## src/rtl/cdb_arbiter_if.sv

```systemverilog
// cdb_arbiter_if: producer-side requests (EX, SLB), backpressure, and the registered CDB broadcast.
// master = the producers/consumers around the arbiter, slave = the arbiter itself.
interface cdb_arbiter_if #(
  parameter int unsigned NICK_W = 5,
  parameter int unsigned DATA_W = 32,
  parameter int unsigned ADDR_W = 32
);
  logic              iEX_en;
  logic [NICK_W-1:0] iEX_nick;
  logic [DATA_W-1:0] iEX_dt;
  logic              iEX_ac;
  logic [ADDR_W-1:0] iEX_j_pc;
  logic              oEX_stall;

  logic              iSLB_en;
  logic [NICK_W-1:0] iSLB_nick;
  logic [DATA_W-1:0] iSLB_dt;
  logic              oSLB_stall;

  logic              oCDB_en;
  logic              oCDB_src;
  logic [NICK_W-1:0] oCDB_nick;
  logic [DATA_W-1:0] oCDB_dt;
  logic              oCDB_ac;
  logic [ADDR_W-1:0] oCDB_j_pc;

  modport master (
    output iEX_en, iEX_nick, iEX_dt, iEX_ac, iEX_j_pc,
    output iSLB_en, iSLB_nick, iSLB_dt,
    input  oEX_stall, oSLB_stall,
    input  oCDB_en, oCDB_src, oCDB_nick, oCDB_dt, oCDB_ac, oCDB_j_pc
  );

  modport slave (
    input  iEX_en, iEX_nick, iEX_dt, iEX_ac, iEX_j_pc,
    input  iSLB_en, iSLB_nick, iSLB_dt,
    output oEX_stall, oSLB_stall,
    output oCDB_en, oCDB_src, oCDB_nick, oCDB_dt, oCDB_ac, oCDB_j_pc
  );
endinterface

```

## src/rtl/cdb_arbiter.sv

```systemverilog
// cdb_arbiter: shares the common data bus between the EX unit and the store/load buffer.
// Each producer has a skid FIFO; a round-robin scheduler broadcasts one head per cycle
// through registered oCDB_* outputs.
// Optional feature macro: CDB_BYPASS_EN -- an empty FIFO's request competes in the same cycle
// and, if it wins, skips the FIFO (latency 1 instead of 2).
module cdb_arbiter #(
  parameter int unsigned NICK_W     = 5,
  parameter int unsigned DATA_W     = 32,
  parameter int unsigned ADDR_W     = 32,
  parameter int unsigned FIFO_DEPTH = 4
) (
  input logic          clk,
  input logic          rst,
  input logic          rdy,
  input logic          iclr,
  cdb_arbiter_if.slave bus
);
  localparam int unsigned PtrW = $clog2(FIFO_DEPTH);
  localparam int unsigned CntW = PtrW + 1;

  typedef enum logic {
    SrcEx  = 1'b0,
    SrcSlb = 1'b1
  } src_e;

  typedef struct packed {
    logic [NICK_W-1:0] nick;
    logic [DATA_W-1:0] dt;
    logic              ac;
    logic [ADDR_W-1:0] j_pc;
  } ex_entry_t;

  typedef struct packed {
    logic [NICK_W-1:0] nick;
    logic [DATA_W-1:0] dt;
  } slb_entry_t;

  // FIFO storage and pointers; pointers wrap naturally since the depth is a power of 2
  ex_entry_t       ex_mem [FIFO_DEPTH];
  logic [PtrW-1:0] ex_wr_q, ex_rd_q;
  logic [CntW-1:0] ex_cnt_q, ex_cnt_d;

  slb_entry_t      slb_mem [FIFO_DEPTH];
  logic [PtrW-1:0] slb_wr_q, slb_rd_q;
  logic [CntW-1:0] slb_cnt_q, slb_cnt_d;

  src_e last_grant_q;

  logic              cdb_en_q;
  src_e              cdb_src_q;
  logic [NICK_W-1:0] cdb_nick_q;
  logic [DATA_W-1:0] cdb_dt_q;
  logic              cdb_ac_q;
  logic [ADDR_W-1:0] cdb_j_pc_q;

  logic       ex_full, slb_full;
  logic       ex_byp, slb_byp;
  logic       ex_cand, slb_cand;
  logic       grant_ex, grant_slb;
  logic       ex_push, ex_pop, slb_push, slb_pop;
  ex_entry_t  ex_in, ex_head;
  slb_entry_t slb_in, slb_head;

  assign ex_in  = {bus.iEX_nick, bus.iEX_dt, bus.iEX_ac, bus.iEX_j_pc};
  assign slb_in = {bus.iSLB_nick, bus.iSLB_dt};

  // Stall looks only at the registered count, so a same-cycle pop never releases it early
  assign ex_full  = (ex_cnt_q == CntW'(FIFO_DEPTH));
  assign slb_full = (slb_cnt_q == CntW'(FIFO_DEPTH));

  // Round-robin scheduling over the FIFO heads (plus same-cycle requests when bypass is built)
  always_comb begin
    ex_byp  = 1'b0;
    slb_byp = 1'b0;
`ifdef CDB_BYPASS_EN
    ex_byp  = (ex_cnt_q == '0) && bus.iEX_en;
    slb_byp = (slb_cnt_q == '0) && bus.iSLB_en;
`endif
    ex_cand  = (ex_cnt_q != '0) || ex_byp;
    slb_cand = (slb_cnt_q != '0) || slb_byp;

    // With both eligible, the side that did not win last time goes first
    grant_ex  = ex_cand && (!slb_cand || (last_grant_q == SrcSlb));
    grant_slb = slb_cand && !grant_ex;

    ex_head  = ex_byp ? ex_in : ex_mem[ex_rd_q];
    slb_head = slb_byp ? slb_in : slb_mem[slb_rd_q];

    // A winning bypass request goes straight to the bus and never occupies the FIFO
    ex_pop   = grant_ex && !ex_byp;
    slb_pop  = grant_slb && !slb_byp;
    ex_push  = bus.iEX_en && !ex_full && !(grant_ex && ex_byp);
    slb_push = bus.iSLB_en && !slb_full && !(grant_slb && slb_byp);

    ex_cnt_d  = ex_cnt_q + CntW'(ex_push) - CntW'(ex_pop);
    slb_cnt_d = slb_cnt_q + CntW'(slb_push) - CntW'(slb_pop);
  end

  // FIFO payload writes; contents need no reset because count gates every read
  always_ff @(posedge clk) begin
    if (!rst && rdy && !iclr) begin
      if (ex_push) ex_mem[ex_wr_q] <= ex_in;
      if (slb_push) slb_mem[slb_wr_q] <= slb_in;
    end
  end

  // FIFO pointers and occupancy; flush empties both queues
  always_ff @(posedge clk) begin
    if (rst) begin
      ex_wr_q   <= '0;
      ex_rd_q   <= '0;
      ex_cnt_q  <= '0;
      slb_wr_q  <= '0;
      slb_rd_q  <= '0;
      slb_cnt_q <= '0;
    end else if (rdy) begin
      if (iclr) begin
        ex_wr_q   <= '0;
        ex_rd_q   <= '0;
        ex_cnt_q  <= '0;
        slb_wr_q  <= '0;
        slb_rd_q  <= '0;
        slb_cnt_q <= '0;
      end else begin
        if (ex_push) ex_wr_q <= ex_wr_q + 1'b1;
        if (ex_pop) ex_rd_q <= ex_rd_q + 1'b1;
        if (slb_push) slb_wr_q <= slb_wr_q + 1'b1;
        if (slb_pop) slb_rd_q <= slb_rd_q + 1'b1;
        ex_cnt_q  <= ex_cnt_d;
        slb_cnt_q <= slb_cnt_d;
      end
    end
  end

  // Registered broadcast; data regs hold their last value while no grant is made
  always_ff @(posedge clk) begin
    if (rst) begin
      cdb_en_q     <= 1'b0;
      cdb_src_q    <= SrcEx;
      cdb_nick_q   <= '0;
      cdb_dt_q     <= '0;
      cdb_ac_q     <= 1'b0;
      cdb_j_pc_q   <= '0;
      last_grant_q <= SrcSlb;
    end else if (rdy) begin
      if (iclr) begin
        cdb_en_q     <= 1'b0;
        last_grant_q <= SrcSlb;
      end else if (grant_ex) begin
        cdb_en_q     <= 1'b1;
        cdb_src_q    <= SrcEx;
        cdb_nick_q   <= ex_head.nick;
        cdb_dt_q     <= ex_head.dt;
        cdb_ac_q     <= ex_head.ac;
        cdb_j_pc_q   <= ex_head.j_pc;
        last_grant_q <= SrcEx;
      end else if (grant_slb) begin
        cdb_en_q     <= 1'b1;
        cdb_src_q    <= SrcSlb;
        cdb_nick_q   <= slb_head.nick;
        cdb_dt_q     <= slb_head.dt;
        cdb_ac_q     <= 1'b0;
        cdb_j_pc_q   <= '0;
        last_grant_q <= SrcSlb;
      end else begin
        cdb_en_q <= 1'b0;
      end
    end
  end

  // Report producers that ignore backpressure; such requests are simply not pushed
  always_ff @(posedge clk) begin
    if (!rst && rdy) begin
      assert (!(bus.iEX_en && ex_full))
        else $error("cdb_arbiter: iEX_en while oEX_stall, request dropped");
      assert (!(bus.iSLB_en && slb_full))
        else $error("cdb_arbiter: iSLB_en while oSLB_stall, request dropped");
    end
  end

  assign bus.oEX_stall  = ex_full;
  assign bus.oSLB_stall = slb_full;
  assign bus.oCDB_en    = cdb_en_q;
  assign bus.oCDB_src   = cdb_src_q;
  assign bus.oCDB_nick  = cdb_nick_q;
  assign bus.oCDB_dt    = cdb_dt_q;
  assign bus.oCDB_ac    = cdb_ac_q;
  assign bus.oCDB_j_pc  = cdb_j_pc_q;

endmodule

```

## src/flat_wrapper.sv

```systemverilog
// flat-port wrapper written by rule: the top's interface ports become plain ports
module cdb_arbiter_flat 
#(
  parameter int unsigned NICK_W     = 5,
  parameter int unsigned DATA_W     = 32,
  parameter int unsigned ADDR_W     = 32,
  parameter int unsigned FIFO_DEPTH = 4
)
  (clk, rst, rdy, iclr, bus_iEX_en, bus_iEX_nick, bus_iEX_dt, bus_iEX_ac, bus_iEX_j_pc, bus_iSLB_en, bus_iSLB_nick, bus_iSLB_dt, bus_oEX_stall, bus_oSLB_stall, bus_oCDB_en, bus_oCDB_src, bus_oCDB_nick, bus_oCDB_dt, bus_oCDB_ac, bus_oCDB_j_pc);
  cdb_arbiter_if #(.NICK_W(NICK_W), .DATA_W(DATA_W), .ADDR_W(ADDR_W)) bus_i ();
  input logic clk;
  input logic rst;
  input logic rdy;
  input logic iclr;
  input wire logic [$bits(bus_i.iEX_en)-1:0] bus_iEX_en;
  input wire logic [$bits(bus_i.iEX_nick)-1:0] bus_iEX_nick;
  input wire logic [$bits(bus_i.iEX_dt)-1:0] bus_iEX_dt;
  input wire logic [$bits(bus_i.iEX_ac)-1:0] bus_iEX_ac;
  input wire logic [$bits(bus_i.iEX_j_pc)-1:0] bus_iEX_j_pc;
  input wire logic [$bits(bus_i.iSLB_en)-1:0] bus_iSLB_en;
  input wire logic [$bits(bus_i.iSLB_nick)-1:0] bus_iSLB_nick;
  input wire logic [$bits(bus_i.iSLB_dt)-1:0] bus_iSLB_dt;
  output wire logic [$bits(bus_i.oEX_stall)-1:0] bus_oEX_stall;
  output wire logic [$bits(bus_i.oSLB_stall)-1:0] bus_oSLB_stall;
  output wire logic [$bits(bus_i.oCDB_en)-1:0] bus_oCDB_en;
  output wire logic [$bits(bus_i.oCDB_src)-1:0] bus_oCDB_src;
  output wire logic [$bits(bus_i.oCDB_nick)-1:0] bus_oCDB_nick;
  output wire logic [$bits(bus_i.oCDB_dt)-1:0] bus_oCDB_dt;
  output wire logic [$bits(bus_i.oCDB_ac)-1:0] bus_oCDB_ac;
  output wire logic [$bits(bus_i.oCDB_j_pc)-1:0] bus_oCDB_j_pc;
  assign bus_i.iEX_en = bus_iEX_en;
  assign bus_i.iEX_nick = bus_iEX_nick;
  assign bus_i.iEX_dt = bus_iEX_dt;
  assign bus_i.iEX_ac = bus_iEX_ac;
  assign bus_i.iEX_j_pc = bus_iEX_j_pc;
  assign bus_i.iSLB_en = bus_iSLB_en;
  assign bus_i.iSLB_nick = bus_iSLB_nick;
  assign bus_i.iSLB_dt = bus_iSLB_dt;
  assign bus_oEX_stall = bus_i.oEX_stall;
  assign bus_oSLB_stall = bus_i.oSLB_stall;
  assign bus_oCDB_en = bus_i.oCDB_en;
  assign bus_oCDB_src = bus_i.oCDB_src;
  assign bus_oCDB_nick = bus_i.oCDB_nick;
  assign bus_oCDB_dt = bus_i.oCDB_dt;
  assign bus_oCDB_ac = bus_i.oCDB_ac;
  assign bus_oCDB_j_pc = bus_i.oCDB_j_pc;
  cdb_arbiter #(.NICK_W(NICK_W), .DATA_W(DATA_W), .ADDR_W(ADDR_W), .FIFO_DEPTH(FIFO_DEPTH)) u_core (.clk(clk), .rst(rst), .rdy(rdy), .iclr(iclr), .bus(bus_i));
endmodule
```

## config.mk

```make
export PLATFORM = sky130hd
export DESIGN_NAME = cdb_arbiter_flat
export DESIGN_NICKNAME = d
export VERILOG_FILES = /design/src/rtl/cdb_arbiter_if.sv /design/src/rtl/cdb_arbiter.sv /design/src/flat_wrapper.sv
export SDC_FILE = /design/constraint.sdc
export NUM_CORES = 1
export LEC_CHECK = 0
export BUFFER_PORTS_ARGS = -buffer_cell sky130_fd_sc_hd__buf_2
export CORE_MARGIN = 2
export CORE_UTILIZATION = 50
export DETAILED_ROUTE_END_ITERATION = 10
export GPL_TIMING_DRIVEN = 0
export PLACE_DENSITY = 0.72
export SLEW_MARGIN = 20
export SYNTH_ARGS = -nofsm -noshare
export SYNTH_HDL_FRONTEND = slang
export SYNTH_SLANG_ARGS = --single-unit
```

## constraint.sdc

```tcl
create_clock -name clk -period 3.8 [get_ports clk]
set_clock_uncertainty 0.15 [all_clocks]
set_input_delay 0.57 -clock clk [delete_from_list [all_inputs] [get_ports clk]]
set_output_delay 0.57 -clock clk [all_outputs]
set_load 0.01 [all_outputs]
```

==> metrics.yaml, run 1 <==
worst_setup_path:
  reg2regPathDepth: 12
  rrSetupSlack_ps: 750
  reg2reg_from: "u_core.ex_cnt_q[1]$_SDFFE_PP0P_"
  critPathKind: "input port to flip-flop"
  critPathCaptureType: "flip-flop"
  worst_path_max_delay_cell: "nor2_1"
  cp_slowest_stage_delay_ps: 700
  timing.critical_path.buf_inv: 4
  rr_endpoint: "u_core.slb_cnt_q[2]$_SDFFE_PP0P_"
  crit_path_cell_trace: "buf_2 > nand2b_1 > clkbuf_1 > nor2_1 > clkbuf_1 > and3_4 > buf_16"
  crit_top_cell: "clkbuf_1"
  worstPathArrival_ps: 3270
  crit_fanout: 40
  crit_family: "simple AND/OR/NAND/NOR gates"
  cp-start-kind: "input port"
  worstPathRequired_ps: 3910
final_layout:
  mostFrequentLayoutCells: "edfxtp_1 (428), buf_2 (201), mux4_2 (107), dfxtp_1 (91), a22o_1 (68)"
  area_delta_synth_final_pct: 19.31
  layout-drive-gt1-share_pct: 35.47
  layout_commonest_cell: "edfxtp_1"
  num-nets-final: 1315
  final_area_sq_um: 22880
drt:
  routed_wl_microns: 40430
  routedWlPerCell_microns: 23.09
  drc_errors: 0
  ant_nets: 0
  vias: 9891
  first_iter_violations: 523
  drt-pass1-iter-count: 5
  viasPerCell: 5.649
logic_synthesis:
  synth_area_leaders: "edfxtp_1 (67%), mux4_2 (13%), dfxtp_1 (9.5%)"
  synthesis.area_sq_um: 19180
  synth_edf_count: 428
  async_flop_share_pct: 0
  yosys_warnings: 0
  synth_area_per_cell_sq_um: 20.29
  synth_top_area_share_pct: 67.02
  synth_fp_nets: 1071
  ys.flop_type: "edfxtp_1"
  synth_cells: 945
  ys_ff_latch: 519
  yosysTopAreaCell: "edfxtp_1"
  synth_cell_types: 37
  synth-seq-area-share_pct: 76.52
cts:
  insertion_delay_ps: 590
  cts_buffers: 51
  ctsResizeCount: 0
  clock-sinks: 519
  clk_pin_slew_ps: 60
  hold_buffers: 0
  clock-root-buffer: "clkbuf_16"
  cts_setup_buffers: 0
  h-tree-depth: 2
  clk_path_buf_depth: 3
  cts_tree: "yes"
place:
  port_buffers: 183
  globalplace.congestion: 0.7700
  dpl_cell_area_sq_um: 20950
  hpwl_microns: 25920
grt:
  grt_antenna_before_repair: 15
  grt_usage_pct: 20.54
  grt_pass1_vias: 9977
  grt_max_degree: 45
  globalRoute.totalOverflow: 0
  grt_pass1_wl_microns: 59780
timing:
  setup_viol: 0
  fin_crit_sh_pct: 83.05
  min_period_ps: 3156
  tns_ps: 0
  hold_viol_final: 0
  worstMarginPinSlew_ps: 859.0
  rsz0062_at_grt: "no"
  relSlewSlack_pct: 42.52
  drv_slew: 0
  max_freq_mhz: 316.9
power:
  powerDensity_nw_per_um2: 553.2
  ir_drop_uv: 540.7
  power_leakage_nw: 7.857
hold_path:
  min_to: "u_core.ex_mem[2][11]$_DFFE_PP_"
  min_from: "bus_iEX_j_pc[11]"
  hold_class: "input port to flip-flop"
  hold_depth: 1
die:
  io_pins: 187
  initial_core_util_pct: 50.79
  die_h_microns: 199.8
  die_w_microns: 199.8
  dieArea_sq_um: 39940
  rows: 71
  design.core.area_sq_um: 37760
run_status:
  outcome: "finished clean"
run:
  max_cap_viol_count: 0
layout make-up:
class	count	area (sq um)
clock inverters	33	518.0
diodes	8	20.02
multi-input cells	355	4168
well taps	511	639.4
plain buffers	58	311.5
repair buffers	191	1106
inverters	13	48.80
fillers	2674	14880
clock buffers	63	1394
flip-flops and latches	519	14670
cell usage after synthesis (2+ instances only):
cell type  instances
or3b_2             2
clkbuf_1          27
and2_1             2
inv_1             13
nand2_1           15
buf_4              7
a311oi_1           3
nor3_2             2
a22o_1            68
a31o_2             2
mux4_2           107
a21oi_2            2
and3_1             8
or3_1              2
dfxtp_1           91
nor2_1            47
a21oi_1           17
nand3_1            7
ha_1              11
nor3_1             4
xor2_1             2
buf_2             18
buf_6              6
fa_1               2
edfxtp_1         428
nand2b_1           2
o21ai_0            8
a22oi_1           33
where the power goes:
part	total, mW	internal [mW]	switching (mW)	leakage (nW)
logic	0.754	0.322	0.432	2.33
registers	6.27	6.23	0.0410	4.59
clock network	5.64	3.50	2.13	0.936
how the worst max path moves through the flow:
stage                                    start                          endpoint  slack [ps]  depth (start not counted)
2_1_floorplan                             iclr     u_core.ex_mem[0][0]$_DFFE_PP_         740                          6
3_3_place_gp                              iclr   u_core.slb_mem[2][15]$_DFFE_PP_        -780                          6
3_5_place_dp                              iclr    u_core.ex_mem[0][40]$_DFFE_PP_          10                          7
4_1_cts                                   iclr    u_core.ex_mem[0][41]$_DFFE_PP_         640                          7
5_1_grt        u_core.ex_cnt_q[1]$_SDFFE_PP0P_  u_core.slb_cnt_q[2]$_SDFFE_PP0P_         490                         12
6_report                                  iclr    u_core.ex_mem[0][41]$_DFFE_PP_         640                          7
through the flow:
stage	hold slack [ps]	total power, mW	cells	util (%)	setup slack, ps
6_report	36.82	12.66	1751	60.60	644.1
5_1_grt	18.99	13.04	1746	60.57	485.2
4_1_cts	0.2335	12.76	1743	60.55	635.6
3_5_place_dp	296.6	7.145	1647	55.48	13.64
3_3_place_gp	293.5	7.120	1639	54.93	-784.0
2_1_floorplan	312.7	6.843	945	-	741.4
sequential cells by signal (all words and copies together) (netlist names), named ones only:
signal and flops:
u_core.ex_mem 280, u_core.slb_mem 148, u_core.bus.oCDB_dt 32, u_core.bus.oCDB_j_pc 32, u_core.bus.oCDB_nick 5, u_core.ex_cnt_q 3
u_core.slb_cnt_q 3, u_core.ex_rd_q 2, u_core.ex_wr_q 2, u_core.slb_rd_q 2, u_core.slb_wr_q 2, u_core.bus.oCDB_ac 1
u_core.bus.oCDB_en 1, u_core.bus.oCDB_src 1, u_core.last_grant_q 1
cells by family after synthesis:
group           Yosys count  synth area share [%]
simple gates             94                 2.257
fa+ha+maj                13                0.9265
buf+inv                  71                 1.879
mux                     107                 12.57
flops                   519                 76.52
xor+xnor                  2               0.09136
compound gates          139                 5.761
metal layers:
metal / wire (microns) / share of wire (%) / vias up / GRT usage (%)
li1: - / - / 4380 / -
met2: 19580 / 48 / 326 / 32.97
met1: 16520 / 41 / 5080 / 26.98
met4: 1035 / 2.6 / 18 / 6.941
met3: 3164 / 7.8 / 87 / 6.267
met5: 119 / 0.29 / - / 0
Note: power is estimated with default switching activity, not from simulation.
==> inputs of run 2 (changes only) <==
ABC_AREA = 1   (was not set)
PLACE_DENSITY = 0.69   (was 0.72)
clock period = 3.06 ns   (was 3.8 ns; I/O delays follow)
==> run 2 against run 1 <==
Core utilization up 2.4 points; setup slack worse by 150 ps; critical path type is now flip-flop to flip-flop; first-iteration DRC count is 140% higher.
==> metrics.yaml, run 2 <==
power:
  power_leakage_nw: 10.46  # +33%
  clkPwrFrac_pct: 42.2  # -2.3 points
  powerDensity_nw_per_um2: 624.1  # +13%
  pwr-share-seq_pct: 48.6  # -0.9 points
  p_switching_mw: 3.810  # +46%
  p_sw_share_pct: 23.69  # +3.1 points
  ir_drop_uv: 458.0  # -15%
  internal_power_mw: 12.27  # +22%
  p_comb_share_pct: 9.2  # +3.2 points
run:
  max_cap_viol_count: 0  # unchanged
hold_path:
  hold_class: "input port to flip-flop"
logic_synthesis:
  synth_cells: 1907  # +100%
  synthesis.area_sq_um: 20760  # +8.3%
  ys.flop_type: "edfxtp_1"
  synth_xor_area_share_pct: 0.1266  # +0.035 points
  yosys.area_share.simple_pct: 16.94  # +15 points
  synth_top_area_share_pct: 61.90  # -5.1 points
  synth-seq-area-share_pct: 70.68  # -5.8 points
  yosys_warnings: 0  # unchanged
  yosys-mux-area-fraction_pct: 0  # -13 points
  synth_common_cells: "nand2_1 (571), edfxtp_1 (428), inv_1 (211)"
  ys_ff_latch: 519  # unchanged
  synth_cell_types: 30  # -19%
  synth_area_leaders: "edfxtp_1 (62%), nand2_1 (10%), dfxtp_1 (8.8%)"
  synth_fp_nets: 2033  # +90%
  synth_most_common_cell: "nand2_1"
  synth_area_per_cell_sq_um: 10.89  # -46%
  async_flop_share_pct: 0  # unchanged
  synth_top_family_by_area: "simple AND/OR/NAND/NOR gates"
  yosysTopAreaCell: "edfxtp_1"
  synth_edf_count: 428  # unchanged
  synth_compound_gate_area_share_pct: 4.972  # -0.79 points
  synthAdderAreaFrac_pct: 0.8557  # -0.071 points
cts:
  h-tree-depth: 2  # unchanged
  clk_path_buf_depth: 3  # unchanged
  insertion_delay_ps: 610  # +20 ps
  cts_tree: "yes"
  clk_pin_slew_ps: 60  # about the same
  clock-root-buffer: "clkbuf_16"
  cts_buffers: 52  # +2.0%
  clock-sinks: 519  # unchanged
worst_setup_path:
  rr_endpoint: "u_core.ex_mem[1][39]$_DFFE_PP_"
  crit_fanout: 21  # -48%
  worstSetupStartpoint: "u_core.ex_cnt_q[1]$_SDFFE_PP0P_"
  critPathCaptureType: "flip-flop"
  cp-start-kind: "flip-flop"
  reg2reg_from: "u_core.ex_cnt_q[1]$_SDFFE_PP0P_"
  critPathKind: "flip-flop to flip-flop"
  worstPathRequired_ps: 3210  # -700 ps
  rrSetupSlack_ps: 490  # -260 ps
  worstPathArrival_ps: 2720  # -550 ps
  reg2regPathDepth: 8  # -4
  endpoint: "u_core.ex_mem[1][39]$_DFFE_PP_"
timing:
  hold_viol_final: 0  # unchanged
  rsz0062_at_grt: "no"
  setup_viol: 0  # unchanged
  drv_slew: 0  # unchanged
  relSlewSlack_pct: 49.19  # +6.7 points
  fin_crit_sh_pct: 83.88
  min_period_ps: 2567
  timing.hold.ws_ps: 74.62  # +37.81 ps
  worst_slack_ps: 493.3  # -150.8 ps
  max_freq_mhz: 389.6
  worstMarginPinSlew_ps: 760.3  # -98.65 ps
final_layout:
  final_area_sq_um: 25770  # +13%
  layout-drive-gt1-share_pct: 16.49  # -19 points
  mostFrequentLayoutCells: "nand2_1 (571), edfxtp_1 (428), buf_2 (234), inv_1 (211), nand3_1 (194)"
  reg_top3: "u_core.ex_mem (280), u_core.slb_mem (148)"
  top_register: "u_core.ex_mem"
  fill_cells: 3222  # +20%
  num-nets-final: 2398  # +82%
  area_delta_synth_final_pct: 24.12
  largest_reg_flops: 280  # unchanged
  layout_commonest_cell: "nand2_1"
run_status:
  outcome: "finished clean"
drt:
  viasPerCell: 5.235  # -7.3%
  routedWlPerCell_microns: 18.64  # -19%
  drt-pass1-iter-count: 5  # unchanged
  routed_wl_microns: 53140  # +31%
  ant_nets: 0  # unchanged
  first_iter_violations: 1249  # +140%
  drc_errors: 0  # unchanged
  vias: 14920  # +51%
place:
  place_ws_ps: -58.18  # -71.82 ps
  dpl_cell_area_sq_um: 22850  # +9.1%
  hpwl_microns: 35720  # +38%
  port_buffers: 185  # +1.1%
  globalplace.congestion: 0.8964  # +16%
die:
  die_w_microns: 207.8  # +4.0%
  dieArea_sq_um: 43170  # +8.1%
  die_h_microns: 207.8  # +4.0%
  io_pins: 187  # unchanged
  design.core.area_sq_um: 40920  # +8.4%
  initial_core_util_pct: 50.73  # -0.060 points
  rows: 74  # +4.2%
grt:
  grt_pass1_wl_microns: 81620  # +37%
  grt_pass1_vias: 14870  # +49%
  globalRoute.totalOverflow: 0  # unchanged
  grt_usage_pct: 24.40  # +3.9 points
  grt_max_degree: 24  # -47%
  grt_antenna_before_repair: 4  # -11
run 2: cell types whose count changed in the layout (fill, tap and decap cells not counted), sizes merged, moves of 34 or more:
cell | previous run | this run
nand2 | 15 | 575
buf | 222 | 272
a22oi | 34 | 0
a22o | 68 | 0
mux4 | 107 | 0
o21ai | 9 | 73
a21oi | 20 | 81
nor2 | 48 | 83
nand3 | 7 | 196
o22ai | 0 | 37
inv | 15 | 226
dlygate4sd3 | 0 | 107
run 2: cell type report:
cell class                      instances  area, sq um  share of cell area, %
Multi-Input combinational cell       1066         4813                  18.68
Clock inverter                         37        404.1                  1.568
Tap cell                              532        665.6                  2.583
Timing Repair Buffer                  311         2430                  9.429
Antenna cell                            3        7.507                0.02913
Inverter                              223        838.3                  3.253
Sequential cell                       519        14670                  56.94
Buffer                                 99        496.7                  1.927
Clock buffer                           61         1441                  5.593
run 2: power by group through the flow:
stage	Clock (mW)	Combinational [mW]	Sequential [mW]
final	6.78	1.48	7.82
after global placement	0	1.30	7.97
after global routing	7.12	1.64	7.82
after detailed placement	0	1.36	7.97
after CTS	6.86	1.48	7.82
after floorplan	0	0.785	7.98
run 2: layer usage:
| layer | share of wire, % | up-vias | GRT usage, % |
|---|---|---|---|
| li1 | - | 7104 | - |
| met1 | 41 | 7206 | 31.80 |
| met2 | 49 | 514 | 41.31 |
| met3 | 7.3 | 94 | 4.735 |
| met4 | 2.8 | 6 | 7.875 |
| met5 | 0.081 | - | 0 |
run 2: worst min path at each step:
stage | end | startpoint | slack (ps) | cells after the start
global placement | u_core.bus.oCDB_j_pc[9]$_SDFFE_PP0P_ | u_core.bus.oCDB_j_pc[9]$_SDFFE_PP0P_ | 300 | 2
CTS | u_core.last_grant_q$_SDFFE_PP1P_ | rdy | 40 | 4
global route | u_core.last_grant_q$_SDFFE_PP1P_ | rdy | 80 | 4
floorplan | u_core.last_grant_q$_SDFFE_PP1P_ | u_core.last_grant_q$_SDFFE_PP1P_ | 300 | 2
finish | u_core.last_grant_q$_SDFFE_PP1P_ | rdy | 70 | 4
detailed placement | u_core.bus.oCDB_j_pc[5]$_SDFFE_PP0P_ | u_core.bus.oCDB_j_pc[5]$_SDFFE_PP0P_ | 300 | 2
run 2: what timing repair did:
| item | in CTS | in global routing |
|---|---|---|
| hold buffers | 107 | 0 |
| resized for setup | 0 | 0 |
| setup buffers | 0 | 0 |
| endpoints found under the hold margin | 428 | 0 |
run 2: per-stage QoR:
stage          total power [mW]  setup TNS (ps)  instances  util [%]
2_1_floorplan             8.767         -144390       1907         -
3_3_place_gp              9.266         -738130       2624     54.67
3_5_place_dp              9.321           -1460       2643     55.83
4_1_cts                   16.15               0       2848     62.95
5_1_grt                   16.57               0       2848     62.95
6_report                  16.08               0       2851     62.97
run 2: critical path, cell delays in order (launching register included):
cell and delay (ps):
dfxtp_1 410, inv_2 90, nand3_1 100, nand2_1 90, inv_1 100, nand2_1 230
nor2_4 610, buf_12 270, buf_16 190
run 2: cell families (layout without fill, tap and decap cells):
| logic type | Yosys count | in the layout |
|---|---|---|
| buffers and inverters | 322 | 731 |
| other | 0 | 3 |
| flip-flops | 519 | 519 |
| XOR/XNOR | 3 | 3 |
| AND/OR/NAND/NOR | 858 | 858 |
| AO/OA/AOI/OAI | 192 | 192 |
| adder cells (fa/ha/maj) | 13 | 13 |
==> inputs of run 3 (changes only) <==
clock period = 2.5 ns   (was 3.06 ns; I/O delays follow)
==> run 3 against run 2 <==
Wire length up 2.2%; clock power up 14%; worst hold slack worse by 24 ps.
==> metrics.yaml, run 3 (synthesized netlist as in run 2, its figures left out) <==
run_status:
  outcome: "finished clean"
cts:
  clock-root-buffer: "clkbuf_16"
  cts_buffers: 53  # +1.9%
  clock-sinks: 519  # unchanged
  h-tree-depth: 2  # unchanged
  clk_path_buf_depth: 3  # unchanged
  insertion_delay_ps: 600  # about the same
  cts_tree: "yes"
  clk_pin_slew_ps: 60  # about the same
run:
  max_cap_viol_count: 0  # unchanged
final_layout:
  reg_top3: "u_core.ex_mem (280), u_core.slb_mem (148)"
  mostFrequentLayoutCells: "nand2_1 (570), edfxtp_1 (428), buf_2 (232), inv_1 (211), nand3_1 (194)"
  area_delta_synth_final_pct: 24.98
  layout-drive-gt1-share_pct: 16.69  # +0.19 points
  largest_reg_flops: 280  # unchanged
  num-nets-final: 2421  # +0.96%
  layout_commonest_cell: "nand2_1"
  finish.utilization_pct: 63.41  # +0.44 points
  fin_cells: 2872  # +0.74%
  final_area_sq_um: 25950  # +0.69%
  top_register: "u_core.ex_mem"
place:
  globalplace.congestion: 0.8016  # -11%
  port_buffers: 185  # unchanged
  place_inst: 2643  # unchanged
  hpwl_microns: 35710  # about the same
  dpl_cell_area_sq_um: 22930  # +0.36%
worst_setup_path:
  cp-start-kind: "flip-flop"
  rr_endpoint: "u_core.slb_mem[0][13]$_DFFE_PP_"
  worstPathArrival_ps: 2510  # -210 ps
  worstPathRequired_ps: 2640  # -570 ps
  crit_fanout: 22  # +4.8%
  reg2reg_from: "u_core.slb_cnt_q[1]$_SDFFE_PP0P_"
  critPathCaptureType: "flip-flop"
  critPathKind: "flip-flop to flip-flop"
  reg2regPathDepth: 7  # -1
  rrSetupSlack_ps: 140  # -350 ps
timing:
  fin_crit_sh_pct: 94.46  # +11 points
  hold_viol_final: 0  # unchanged
  max_freq_mhz: 423.5  # +8.7%
  tns_ps: 0  # unchanged
  setup_viol: 0  # unchanged
  drv_slew: 0  # unchanged
  worstMarginPinSlew_ps: 1049  # +288.3 ps
  min_period_ps: 2361  # -205.3 ps
  rsz0062_at_grt: "no"
  relSlewSlack_pct: 30.10  # -19 points
grt:
  busiest_layer: "met2"
  grt_usage_pct: 24.82  # +0.42 points
  grt_antenna_before_repair: 5  # +1
  use_met1_pct: 32.29  # +0.49 points
  grt_max_degree: 23  # -4.2%
  grt_pass1_vias: 15020  # +0.99%
  gr-usage-met2_pct: 42.03  # +0.72 points
  globalRoute.totalOverflow: 0  # unchanged
  met3_usage_pct: 4.478  # -0.26 points
  grt_pass1_wl_microns: 82790  # +1.4%
die:
  die_h_microns: 207.8  # unchanged
  io_pins: 187  # unchanged
  die_w_microns: 207.8  # unchanged
  dieArea_sq_um: 43170  # unchanged
  design.core.area_sq_um: 40920  # unchanged
  rows: 74  # unchanged
  initial_core_util_pct: 50.73  # unchanged
power:
  powerDensity_nw_per_um2: 739.6  # +19%
  power_leakage_nw: 10.55  # +0.89%
  power_mw: 19.19  # +19%
  ir_drop_uv: 617.3  # +35%
hold_path:
  min_from: "iclr"
  hold_depth: 4  # unchanged
  hold_class: "input port to flip-flop"
drt:
  routedWlPerCell_microns: 18.91  # +1.4%
  ant_nets: 0  # unchanged
  first_iter_violations: 1483  # +19%
  drt-pass1-iter-count: 7  # +2
  drc_errors: 0  # unchanged
  vias: 15180  # +1.7%
  routed_wl_microns: 54310  # +2.2%
  viasPerCell: 5.284  # +0.95%
[run 3: changes by cell type in the layout (fill, tap and decap cells not counted), sizes merged]
cell | before | now
clkbuf | 92 | 105
bufinv | 7 | 4
dlygate4sd3 | 107 | 112
inv | 226 | 224
clkinvlp | 5 | 0
buf | 272 | 289
clkinv | 22 | 18
[run 3: critical path, stage by stage (launching register included)]
cell and delay, ps:
dfxtp_1 390, inv_2 80, nand3_1 120, nand2_1 120, inv_1 130, nand2_1 250
nor2_4 540, buf_12 270
[run 3: area by class of cell]
cell class / instances / area (sq um)
Timing Repair Buffer: 334 / 2703
Fill cell: 3156 / 14970
Buffer: 98 / 506.7
Inverter: 223 / 840.8
Clock buffer: 74 / 1478
Sequential cell: 519 / 14670
Clock inverter: 23 / 224.0
Antenna cell: 3 / 7.507
Tap cell: 532 / 665.6
Multi-Input combinational cell: 1066 / 4851
[run 3: report_power, final]
part	switching, mW	total [mW]	internal [mW]
clock network	3.21	7.75	4.54
registers	0.0778	9.57	9.49
logic	1.22	1.88	0.660
total	4.51	19.2	14.7
[run 3: worst max path at each step]
stage | startpoint | endpoint | slack, ps
after CTS | u_core.ex_cnt_q[1]$_SDFFE_PP0P_ | u_core.ex_mem[0][65]$_DFFE_PP_ | 0.6
after floorplan | iclr | u_core.ex_mem[0][0]$_DFFE_PP_ | 1
final | u_core.slb_cnt_q[1]$_SDFFE_PP0P_ | u_core.slb_mem[0][13]$_DFFE_PP_ | 140
after global placement | iclr | u_core.ex_mem[0][42]$_DFFE_PP_ | -1180
after global routing | u_core.slb_cnt_q[1]$_SDFFE_PP0P_ | u_core.slb_mem[0][12]$_DFFE_PP_ | 20
after detailed placement | iclr | u_core.ex_mem[3][44]$_DFFE_PP_ | -300
[run 3: per-layer routing]
layer,routed length (microns),up-vias
met5,57,-
met4,1479,8
met3,3869,105
met2,26540,590
met1,22360,7324
li1,-,7149
[run 3: per-stage QoR]
step,hold WS [ps],worst slack (ps)
finish,50.85,138.6
global route,67.28,15.61
CTS,25.55,0.6155
detailed placement,300.2,-296.4
global placement,295.8,-1176
floorplan,299.4,1.031
[run 3: repair_timing]
item	CTS	global route
setup endpoints to repair	44	79
pin swaps	2	3
gates cloned	0	0
hold buffers	112	0
resized for setup	0	3
hold endpoints to repair	434	0
setup buffers	1	17
